<file path="config.mk">
export PLATFORM = sky130hd
export DESIGN_NAME = pixel_frame_loader
export DESIGN_NICKNAME = d
export VERILOG_FILES = /design/src/rtl/pixel_frame_loader.sv
export SDC_FILE = /design/constraint.sdc
export NUM_CORES = 1
export LEC_CHECK = 0
export CAP_MARGIN = 40
export CORE_MARGIN = 3
export CORE_UTILIZATION = 44
export CTS_CLUSTER_DIAMETER = 50
export DETAILED_ROUTE_END_ITERATION = 16
export GPL_TIMING_DRIVEN = 0
export PLACE_DENSITY = 0.85
export SYNTH_ARGS = -nofsm -noshare
export SYNTH_HDL_FRONTEND = slang
export SYNTH_SLANG_ARGS = --single-unit
</file>
<file path="constraint.sdc">
create_clock -name clk -period 1.5 [get_ports clk]
set_input_delay 0.375 -clock clk [delete_from_list [all_inputs] [get_ports clk]]
set_output_delay 0.375 -clock clk [all_outputs]
set_load 0.01 [all_outputs]
</file>
<file path="src/rtl/pixel_frame_loader.sv">
// -----------------------------------------------------------------------------
// pixel_frame_loader
//
// Purpose:
//   Accepts a stream of 8-bit grayscale pixels from the input pins. Each pixel
//   is qualified by a strobe that is asynchronous to clk. Every pixel is
//   binarized against THRESH and packed row-major into an IMG_W x IMG_H bit
//   image. A complete image is offered to the classifier with a valid/ack
//   handshake.
//
// Ports:
//   clk          in   clock
//   rst          in   synchronous reset, active high
//   pix_data     in   [7:0]      grayscale pixel byte, stable around the strobe
//   pix_stb      in   pixel strobe, asynchronous level, one rising edge = one pixel
//   frame_sof    in   start-of-frame strobe, asynchronous level
//   frame_valid  out  complete frame held in frame_bits
//   frame_ack    in   classifier consumed the frame (single-cycle, clk domain)
//   frame_bits   out  [NPIX-1:0] packed binary image, pixel 0 at bit 0
//   pix_count    out  [CW-1:0]   pixels accepted in the current frame
//   ovf_err      out  sticky: a pixel arrived while the frame was full
//   checksum     out  [7:0]      XOR of accepted raw pixel bytes
//
// Build option:
//   PIXEL_CHECKSUM_EN - when defined, checksum accumulates the XOR of the
//   accepted pixel bytes. When undefined, checksum is tied to 8'h00 and no
//   flops are built for it.
// -----------------------------------------------------------------------------
module pixel_frame_loader #(
    parameter int  IMG_W  = 8,
    parameter int  IMG_H  = 8,
    parameter int  THRESH = 128,
    localparam int NPIX   = IMG_W * IMG_H,
    localparam int CW     = $clog2(NPIX + 1)
) (
    input  logic            clk,
    input  logic            rst,
    input  logic [7:0]      pix_data,
    input  logic            pix_stb,
    input  logic            frame_sof,
    output logic            frame_valid,
    input  logic            frame_ack,
    output logic [NPIX-1:0] frame_bits,
    output logic [CW-1:0]   pix_count,
    output logic            ovf_err,
    output logic [7:0]      checksum
);

    typedef enum logic [1:0] {IDLE, LOAD, FULL} state_t;

    localparam logic [7:0] THR = 8'(THRESH);

    state_t          state_q, state_d;
    // [0],[1]: two-flop synchronizer; [2]: delayed copy used for edge detection
    logic [2:0]      stb_sync_q, sof_sync_q;
    // Edge events are registered, so an event is seen 3 cycles after the pin edge
    logic            pix_ev_q, sof_ev_q;
    logic            frame_valid_q, frame_valid_d;
    logic [NPIX-1:0] bits_q, bits_d;
    logic [CW-1:0]   cnt_q, cnt_d;
    logic            ovf_q, ovf_d;
    logic            clear_frame, accept_pix;
    logic            pix_bit;

    assign pix_bit = (pix_data >= THR);

    always_ff @(posedge clk) begin
        if (rst) begin
            state_q       <= IDLE;
            stb_sync_q    <= '0;
            sof_sync_q    <= '0;
            pix_ev_q      <= 1'b0;
            sof_ev_q      <= 1'b0;
            frame_valid_q <= 1'b0;
            bits_q        <= '0;
            cnt_q         <= '0;
            ovf_q         <= 1'b0;
        end else begin
            state_q       <= state_d;
            stb_sync_q    <= {stb_sync_q[1:0], pix_stb};
            sof_sync_q    <= {sof_sync_q[1:0], frame_sof};
            pix_ev_q      <= stb_sync_q[1] & ~stb_sync_q[2];
            sof_ev_q      <= sof_sync_q[1] & ~sof_sync_q[2];
            frame_valid_q <= frame_valid_d;
            bits_q        <= bits_d;
            cnt_q         <= cnt_d;
            ovf_q         <= ovf_d;
        end
    end

    // Control: decides the state and whether this cycle clears or accepts.
    always_comb begin
        state_d       = state_q;
        frame_valid_d = 1'b0;
        ovf_d         = ovf_q;
        clear_frame   = 1'b0;
        accept_pix    = 1'b0;
        case (state_q)
            IDLE: begin
                if (sof_ev_q) begin
                    clear_frame = 1'b1;
                    state_d     = LOAD;
                end
            end
            LOAD: begin
                // sof has priority: a simultaneous pixel is dropped
                if (sof_ev_q) begin
                    clear_frame = 1'b1;
                end else if (pix_ev_q) begin
                    accept_pix = 1'b1;
                    if (cnt_q == CW'(NPIX - 1)) begin
                        state_d = FULL;
                    end
                end
            end
            FULL: begin
                // Valid follows FULL by one cycle and drops the cycle after ack
                frame_valid_d = ~frame_ack;
                if (pix_ev_q) begin
                    ovf_d = 1'b1;
                end
                if (frame_ack) begin
                    state_d = IDLE;
                end
            end
            default: state_d = IDLE;
        endcase
    end

    // Pixel counter: the count is zeroed when a frame is cleared or acknowledged.
    // The image bits are kept until the next sof.
    always_comb begin
        cnt_d = cnt_q;
        if (clear_frame || (state_q == FULL && frame_ack)) begin
            cnt_d = '0;
        end else if (accept_pix) begin
            cnt_d = cnt_q + CW'(1);
        end
    end

    // One write-enable per image bit avoids a variable-index write into bits_q
    generate
        for (genvar gi = 0; gi < NPIX; gi++) begin : g_bit
            always_comb begin
                bits_d[gi] = bits_q[gi];
                if (clear_frame) begin
                    bits_d[gi] = 1'b0;
                end else if (accept_pix && cnt_q == CW'(gi)) begin
                    bits_d[gi] = pix_bit;
                end
            end
        end
    endgenerate

`ifdef PIXEL_CHECKSUM_EN
    logic [7:0] csum_q, csum_d;

    always_comb begin
        csum_d = csum_q;
        if (clear_frame) begin
            csum_d = 8'h00;
        end else if (accept_pix) begin
            csum_d = csum_q ^ pix_data;
        end
    end

    always_ff @(posedge clk) begin
        if (rst) begin
            csum_q <= 8'h00;
        end else begin
            csum_q <= csum_d;
        end
    end

    assign checksum = csum_q;
`else
    assign checksum = 8'h00;
`endif

    assign frame_valid = frame_valid_q;
    assign frame_bits  = bits_q;
    assign pix_count   = cnt_q;
    assign ovf_err     = ovf_q;

endmodule

</file>
== Word level (Yosys, flattened, before mapping) ==
Index checks and enable logic that the tools add are counted.

* Register bits after elaboration: 83
* Word-level logic and storage cells: 235

* Multiplexer cells: 11
* Bitwise logic cells: 6
* Add/sub/neg operators: 1
* Magnitude comparators: 1
* Reductions and logical operators: 74
* Equal/unequal tests: 70

{| class="wikitable"
|+ Operators by type and width
! cell !! count
|-
| equality test 7 x 6 -> 1 bit (second input constant) || 32
|-
| equality test 7 x 5 -> 1 bit (second input constant) || 16
|-
| logical AND 1 bit || 65
|-
| equality test 7 x 4 -> 1 bit (second input constant) || 8
|-
| equality test 7 x 3 -> 1 bit (second input constant) || 4
|-
| equality test 7 x 2 -> 1 bit (second input constant) || 2
|-
| 2-to-1 mux 2 bit || 5
|-
| != test 2 bit (second input constant) || 5
|-
| >= comparator 8 bit (second input constant) || 1
|-
| OR reduction 2 bit || 4
|-
| adder 7 x 1 -> 7 bit (second input constant) || 1
|-
| equality test 7 x 1 -> 1 bit (second input constant) || 1
|-
| logical NOT 7 bit || 1
|-
| one-hot mux 2 bit (3 select lines) || 1
|-
| 2-to-1 mux 1 bit || 5
|-
| AND reduction 5 bit || 1
|-
| NOT 1 bit || 4
|-
| bitwise AND 1 bit || 2
|-
| equality test 2 x 1 -> 1 bit (second input constant) || 1
|-
| equality test 2 bit (second input constant) || 1
|-
| logical NOT 2 bit || 1
|-
| AND reduction 2 bit || 1
|-
| logical OR 1 bit || 1
|}

== Longest topological paths before layout ==
Gate-level depths: netlist of the first run.

* Depth after elaboration: 5
* Depth in mapped cells: 6
* Gate-level depth less buffers: 5

== Least setup slack after synthesis of the first run ==
OpenSTA, ideal clock, no wires.

* Path type: flip-flop to flip-flop
* Start point: register cnt_q[1] (netlist: pix_count[1])
* End point: register cnt_q[6] (netlist: pix_count[6])
* Cell stages (with the launch flop): 6
* Path buffers: 1
* Setup slack: -55 ps
* Arrival time: 1,483 ps
* Library setup time: 72 ps
* Cells stage by stage: dfxtp_1 ha_1 buf_2 nand3_2 or4_1 a21oi_1

* Word-level cells in the longest chain between the ends: 1

{| class="wikitable"
|+ RTL lines
! element !! line !! source
|-
| start: declaration || 60 || <nowiki>logic [CW-1:0] cnt_q, cnt_d;</nowiki>
|-
| start signal: assignment || 86 || <nowiki>cnt_q <= cnt_d;</nowiki>
|-
| adder 7 x 1 -> 7 bit || 137 || <nowiki>cnt_d = cnt_q + CW'(1);</nowiki>
|}

No other way between the ends.
A chain may end at the register's enable or synchronous reset.

== Worst setup path after layout of the first run ==
* Start point: register cnt_q[2] (netlist: pix_count[2])
* End point: register bits_q[7] (netlist: frame_bits[7])

* Word-level cells in the longest chain between the ends: 2

{| class="wikitable"
|+ RTL lines
! element !! line !! source
|-
| equality test 7 x 3 -> 1 bit || 148 || <nowiki>end else if (accept_pix && cnt_q == CW'(gi)) begin</nowiki>
|-
| logical AND 1 bit || 148 ||
|-
| end signal: assignment || 85 || <nowiki>bits_q <= bits_d;</nowiki>
|-
| end: declaration || 59 || <nowiki>logic [NPIX-1:0] bits_q, bits_d;</nowiki>
|}

No other way between the ends.

==> flow_summary.json, run 1 <==
{
  "cts.clk_slew.worst_paths_ps": 90,
  "holdPathStages": 2,
  "grt_max_degree": 17,
  "crit_path_end_kind": "register",
  "vias_per_cell": 6.088,
  "synth_mux_area_frac": 0,
  "area_growth_syn_to_layout_pct": 41.42,
  "finalWeightedCongestion": 0.8997,
  "max_clock_freq_mhz": 668.6,
  "power_frac_seq": 0.567,
  "cts.sinks": 83,
  "grt_pass1_wl_um": 18530,
  "layout_commonest_cell": "dlygate4sd2_1",
  "fin_crit_ps": 1496,
  "dieArea_sq_mm": 0.009751,
  "r2r_setup_slack_ps": 4,
  "cts_buffers": 9,
  "setup_slack_ps": 4.228,
  "synth-adder-area-share": 0.01322,
  "synth.distinct_cells": 42,
  "clockRootBuffer": "clkbuf_8",
  "max_cap_violations": 0,
  "synth_xor_area_frac": 0,
  "synthCells": 352,
  "synthFlopType": "dfxtp_1",
  "cellPowerDensity_mw_per_mm2": 727.1,
  "grt_use_met3": 0.06299,
  "period_share": 0.9972,
  "status": "completed",
  "top_usage_layer": "met2",
  "nNetsFinal": 496,
  "insertedDiodeCount": 0,
  "yosysWarnings": 0,
  "hold_class": "in -> reg",
  "timing.rr.start": "pix_count[2]",
  "hold_end": "sof_sync_q[0]",
  "crit_required_ps": 1750,
  "pin_count": 94,
  "core_area_sq_mm": 0.008299,
  "global_route.usage.total": 0.2383,
  "htreeDepth": 3,
  "setup_violations": 0,
  "rsz0062_at_grt": "yes",
  "gr-usage-met1": 0.2895,
  "avgSynthCellArea_sq_um": 10.75,
  "first_global_vias": 3526,
  "timing.rr.end": "frame_bits[7]",
  "antenna_found_initial": 0,
  "mostFrequentLayoutCells": "dlygate4sd2_1, dfxtp_1, a31oi_1",
  "clock_path_buffers": 2,
  "synth_edf_count": 0,
  "synth_compound_area_frac": 0.2959,
  "drc": 0,
  "cts_tree": "built",
  "num_vias": 3586,
  "dpl.cell_count": 541,
  "reg2reg_depth": 4,
  "critPathLaunchType": "register",
  "critical_path_class": "reg -> reg",
  "dpl_cell_area_sq_mm": 0.004716,
  "final-hold-violation-count": 0,
  "die_w_um": 98.75,
  "synth-simple-area-share": 0.1633,
  "drive_gt1_frac": 0.3657,
  "routed_wl_um": 12600,
  "seq_area_frac_synth": 0.4390,
  "ys_ff_latch": 83,
  "power.internal_w": 0.002881,
  "nFillCells": 665,
  "finalNonFillerCells": 589,
  "initial_core_util": 0.4561,
  "hold_start": "rst",
  "place_ws_ps": -609.9,
  "maxSlewViolCount": 0,
  "cts_hold_buf": 0,
  "synth_area_sq_mm": 0.003785,
  "pwr-share-clk": 0.393,
  "synth_top_family_by_area": "compound AO/OA/AOI/OAI gates",
  "synth-async-reset-ratio": 0,
  "combPwrFrac": 0.039,
  "num_rows": 33,
  "port_buffers": 77,
  "first_pass_iters": 6,
  "routedWlPerCell_um": 21.39,
  "irDropWorstVdd_v": 0.0005112,
  "power.switching_w": 0.001011,
  "worstPathMaxFanout": 10,
  "met2_usage": 0.3827,
  "ant_nets": 0,
  "clock_skew_ps": 15.82,
  "switching_share": 0.2597,
  "drt_iter0_drc": 288,
  "final_area_sq_mm": 0.005353,
  "fp.dieH_um": 98.75,
  "insertion_delay_ps": 370,
  "p_leak_nw": 2.226,
  "cp_data_arrival_time_ps": 1740,
  "overflow": 0,
  "place_hpwl_um": 7901
}
-- cell usage after synthesis, drive strengths merged, types with 5 or more instances --
cell type	instances	area share
a211oi	63	0.16
a21oi	9	0.012
a31oi	56	0.093
a41oi	8	0.019
and2	13	0.030
and3	6	0.011
and3b	7	0.016
buf	36	0.077
clkbuf	6	0.0059
dfxtp	83	0.44
inv	5	0.0050
nand2	7	0.0069
nor2b	10	0.017
nor3b	6	0.018
-- per-layer routing --
layer | share of wire | vias up
met5 | 0 | -
met4 | 0.036 | 0
met3 | 0.084 | 37
met2 | 0.49 | 221
met1 | 0.39 | 1718
li1 | - | 1610
-- worst max path at each step --
stage | startpoint | endpoint | slack, ps | cells past startpoint
6_report | pix_count[2] | frame_bits[7] | 4 | 4
5_1_grt | pix_count[5] | frame_bits[7] | -50 | 6
4_1_cts | pix_count[1] | pix_count[6] | -10 | 5
3_5_place_dp | pix_data[7] | frame_bits[54] | -610 | 4
3_3_place_gp | pix_data[7] | frame_bits[54] | -580 | 4
2_1_floorplan | pix_count[0] | pix_count[6] | 20 | 5
-- cell type report --
type | count | area [sq um] | area share
Sequential cell | 83 | 1684 | 0.3146
Multi-Input combinational cell | 229 | 1998 | 0.3733
Tap cell | 105 | 131.4 | 0.02454
Timing Repair Buffer | 109 | 950.9 | 0.1777
Buffer | 42 | 387.9 | 0.07246
Inverter | 5 | 18.77 | 0.003506
Clock buffer | 9 | 123.9 | 0.02314
Clock inverter | 7 | 57.56 | 0.01075
-- critical path, stage by stage (launching register included) --
cell and delay (ps):
dfxtp_2 390, buf_4 200, nor2b_1 400, and3_4 310, a211oi_2 80
-- power by group through the flow --
| stage | Clock [W] | Sequential [W] | Combinational (W) |
|---|---|---|---|
| finish | 0.00153 | 0.00221 | 0.000153 |
| detailed placement | 0 | 0.00227 | 0.000138 |
| global route | 0.00161 | 0.00221 | 0.000163 |
| floorplan | 0 | 0.00227 | 0.0000933 |
| CTS | 0.00153 | 0.00221 | 0.000145 |
| global placement | 0 | 0.00227 | 0.000135 |
-- registers in the layout (all words and copies together) (netlist names) --
name	flops
ovf_err	1
frame_valid	1
stb_sync_q	3
pix_count	7
sof_sync_q	3
pix_ev_q	1
sof_ev_q	1
state_q	2
frame_bits	64
-- kinds of logic after synthesis --
family	count (synthesis)
simple gates	73
buf+inv	47
flops	83
fa+ha+maj	4
other cells	1
compound gates	144
-- metrics by stage --
| stage | utilization | hold WS, ps | total power, W | TNS, ps |
|---|---|---|---|---|
| 6_report | 0.6450 | 285.9 | 0.003892 | 0 |
| 3_3_place_gp | 0.5682 | 371.8 | 0.002401 | -27920 |
| 3_5_place_dp | 0.5682 | 378.2 | 0.002405 | -29730 |
| 4_1_cts | 0.6049 | 286.7 | 0.003883 | -18.71 |
| 2_1_floorplan | - | 367.4 | 0.002359 | 0 |
| 5_1_grt | 0.6450 | 291.0 | 0.003981 | -500.4 |
-- what timing repair did --
| item | 4_1_cts | 5_1_grt |
|---|---|---|
| gates cloned | 0 | 4 |
| pin swaps | 5 | 23 |
| buffers inserted | 11 | 17 |
| endpoints found under the setup margin | 137 | 71 |
| gates resized for setup | 107 | 51 |
Note: power is estimated with default switching activity, not from simulation.
==> inputs of run 2 (changes only) <==
CORE_UTILIZATION = 41   (was 44)
PLACE_DENSITY = 0.81   (was 0.85)
==> run 2 against run 1 <==
Compared with the run above:
- the flow now finishes with violations (negative setup slack)
- total power is 0.81% lower
- utilization is 5.6 points lower
- worst hold slack better by 2.5 ps
- final cell count is 1.7% lower
- sequential power hardly changed
- critical endpoint is now pix_count[6]
- largest cell class unchanged
==> flow_summary.json, run 2 (synthesis results as in run 1) <==
{
  "status": "finished, violations left",
  "violations": "negative setup slack",
  "cp_cell_sequence": "ha_4 > buf_8 > nand3_4 > or4_4 > a21oi_2",
  "first_pass_iters": 5,
  "irDropWorstVdd_v": 0.0007411,
  "nNetsFinal": 483,
  "setup_slack_ps": -34.47,
  "clock_skew_ps": 10.44,
  "cp_data_arrival_time_ps": 1830,
  "overflow": 0,
  "final-hold-violation-count": 0,
  "global_route.usage.total": 0.2273,
  "nFillCells": 762,
  "cts_tree": "built",
  "critical_path_buf_inv_count": 1,
  "worstPathMaxFanout": 10,
  "fin_crit_ps": 1534,
  "p_leak_nw": 2.128,
  "num_vias": 3527,
  "first_global_vias": 3422,
  "crit_required_ps": 1800,
  "port_buffers": 77,
  "insertedDiodeCount": 0,
  "maxSlewViolCount": 0,
  "place_hpwl_um": 7810,
  "final_util": 0.5888,
  "pin_count": 94,
  "vias_per_cell": 6.092,
  "core_area_sq_mm": 0.008848,
  "hold_class": "in -> reg",
  "rsz0062_at_grt": "yes",
  "clock_path_buffers": 2,
  "cellPowerDensity_mw_per_mm2": 741.0,
  "mostFrequentLayoutCells": "dfxtp_1, dlygate4sd2_1, a31oi_1",
  "setup_violations": 6,
  "cts.sinks": 83,
  "finalWeightedCongestion": 0.9083,
  "drt_iter0_drc": 266,
  "max_cap_violations": 0,
  "cts_buffers": 9,
  "die_w_um": 102.1,
  "cp_top_family": "simple AND/OR/NAND/NOR gates",
  "critPathLaunchType": "register",
  "dieArea_sq_mm": 0.01042,
  "crit_path_top_delay_cell": "or4_4",
  "critical_path_class": "reg -> reg",
  "layout_commonest_cell": "dfxtp_1",
  "clockRootBuffer": "clkbuf_8",
  "grt_max_degree": 16,
  "insertion_delay_ps": 370,
  "period_share": 1.023,
  "largest_reg_flops": 64,
  "fp.dieH_um": 102.1,
  "cts_hold_buf": 0,
  "drive_gt1_frac": 0.3588,
  "routedWlPerCell_um": 20.68,
  "antenna_found_initial": 0,
  "grt_pass1_wl_um": 18260,
  "max_clock_freq_mhz": 651.7,
  "initial_core_util": 0.4277,
  "drc": 0,
  "num_rows": 34,
  "cts.clk_slew.worst_paths_ps": 80,
  "routed_wl_um": 11980,
  "area_growth_syn_to_layout_pct": 37.65,
  "crit_path_end_kind": "register",
  "ant_nets": 0,
  "htreeDepth": 3,
  "holdWs_ps": 288.3,
  "critPathMaxStageDelay_ps": 500
}
==> run 2: cell types whose count changed in the layout (fill, tap and decap cells not counted), moves of 3 or more <==
| cell | delta |
|---|---|
| buf_4 | -6 |
| and3b_1 | -5 |
| and3b_2 | +5 |
| buf_8 | -4 |
| buf_2 | -3 |
| dfxtp_1 | +3 |
| ha_2 | +3 |
| ha_4 | -3 |
==> run 2: path summary, 6_finish.rpt <==
path         slack (ps)     startpoint  cells past startpoint      endpoint
max                 -30   pix_count[0]                      5  pix_count[6]
min                 290            rst                      2       ovf_err
max reg2reg         -30   pix_count[0]                      5  pix_count[6]
min reg2reg         380  stb_sync_q[2]                      1      pix_ev_q
==> run 2: through the flow <==
step	TNS [ps]	setup WS, ps	power, W	cell area [sq um]	cells
2_1_floorplan	0	24.31	0.002359	3814	359
3_3_place_gp	-28050	-582.7	0.002401	4720	544
3_5_place_dp	-30170	-616.2	0.002405	4720	544
4_1_cts	-10.01	-10.01	0.003855	5016	571
5_1_grt	-1327	-123.4	0.003966	5210	579
6_report	-83.45	-34.47	0.003861	5210	579
==> run 2: area by class of cell <==
class                   instances  area, sq um  area share
plain buffers                  42        370.4     0.07109
flip-flops and latches         83         1678      0.3220
clock inverters                 7        51.30    0.009846
repair buffers                 96        843.3      0.1619
well taps                     108        135.1     0.02594
multi-input cells             229         1989      0.3818
clock buffers                   9        123.9     0.02378
inverters                       5        18.77    0.003602
==> run 2: power breakdown <==
group,internal [W],switching (W)
Combinational,0.0000521,0.000103
Clock,0.000609,0.000886
Sequential,0.00221,0.00000496
==> run 2: routing by layer <==
| layer | routed length [um] | part of all wire | track usage | vias up |
|---|---|---|---|---|
| met5 | 0 | 0 | 0 | - |
| met3 | 1149 | 0.096 | 0.06758 | 40 |
| met4 | 321 | 0.027 | 0.08476 | 0 |
| met1 | 4779 | 0.40 | 0.2819 | 1688 |
| met2 | 5726 | 0.48 | 0.3738 | 206 |
| li1 | - | - | - | 1593 |
==> run 2: timing repair <==
action / 4_1_cts / 5_1_grt
endpoints found under the hold margin: 0 / 0
cloned: 0 / 2
gates resized for setup: 114 / 35
setup buffers: 11 / 6
endpoints found under the setup margin: 139 / 67
pin swaps: 5 / 7
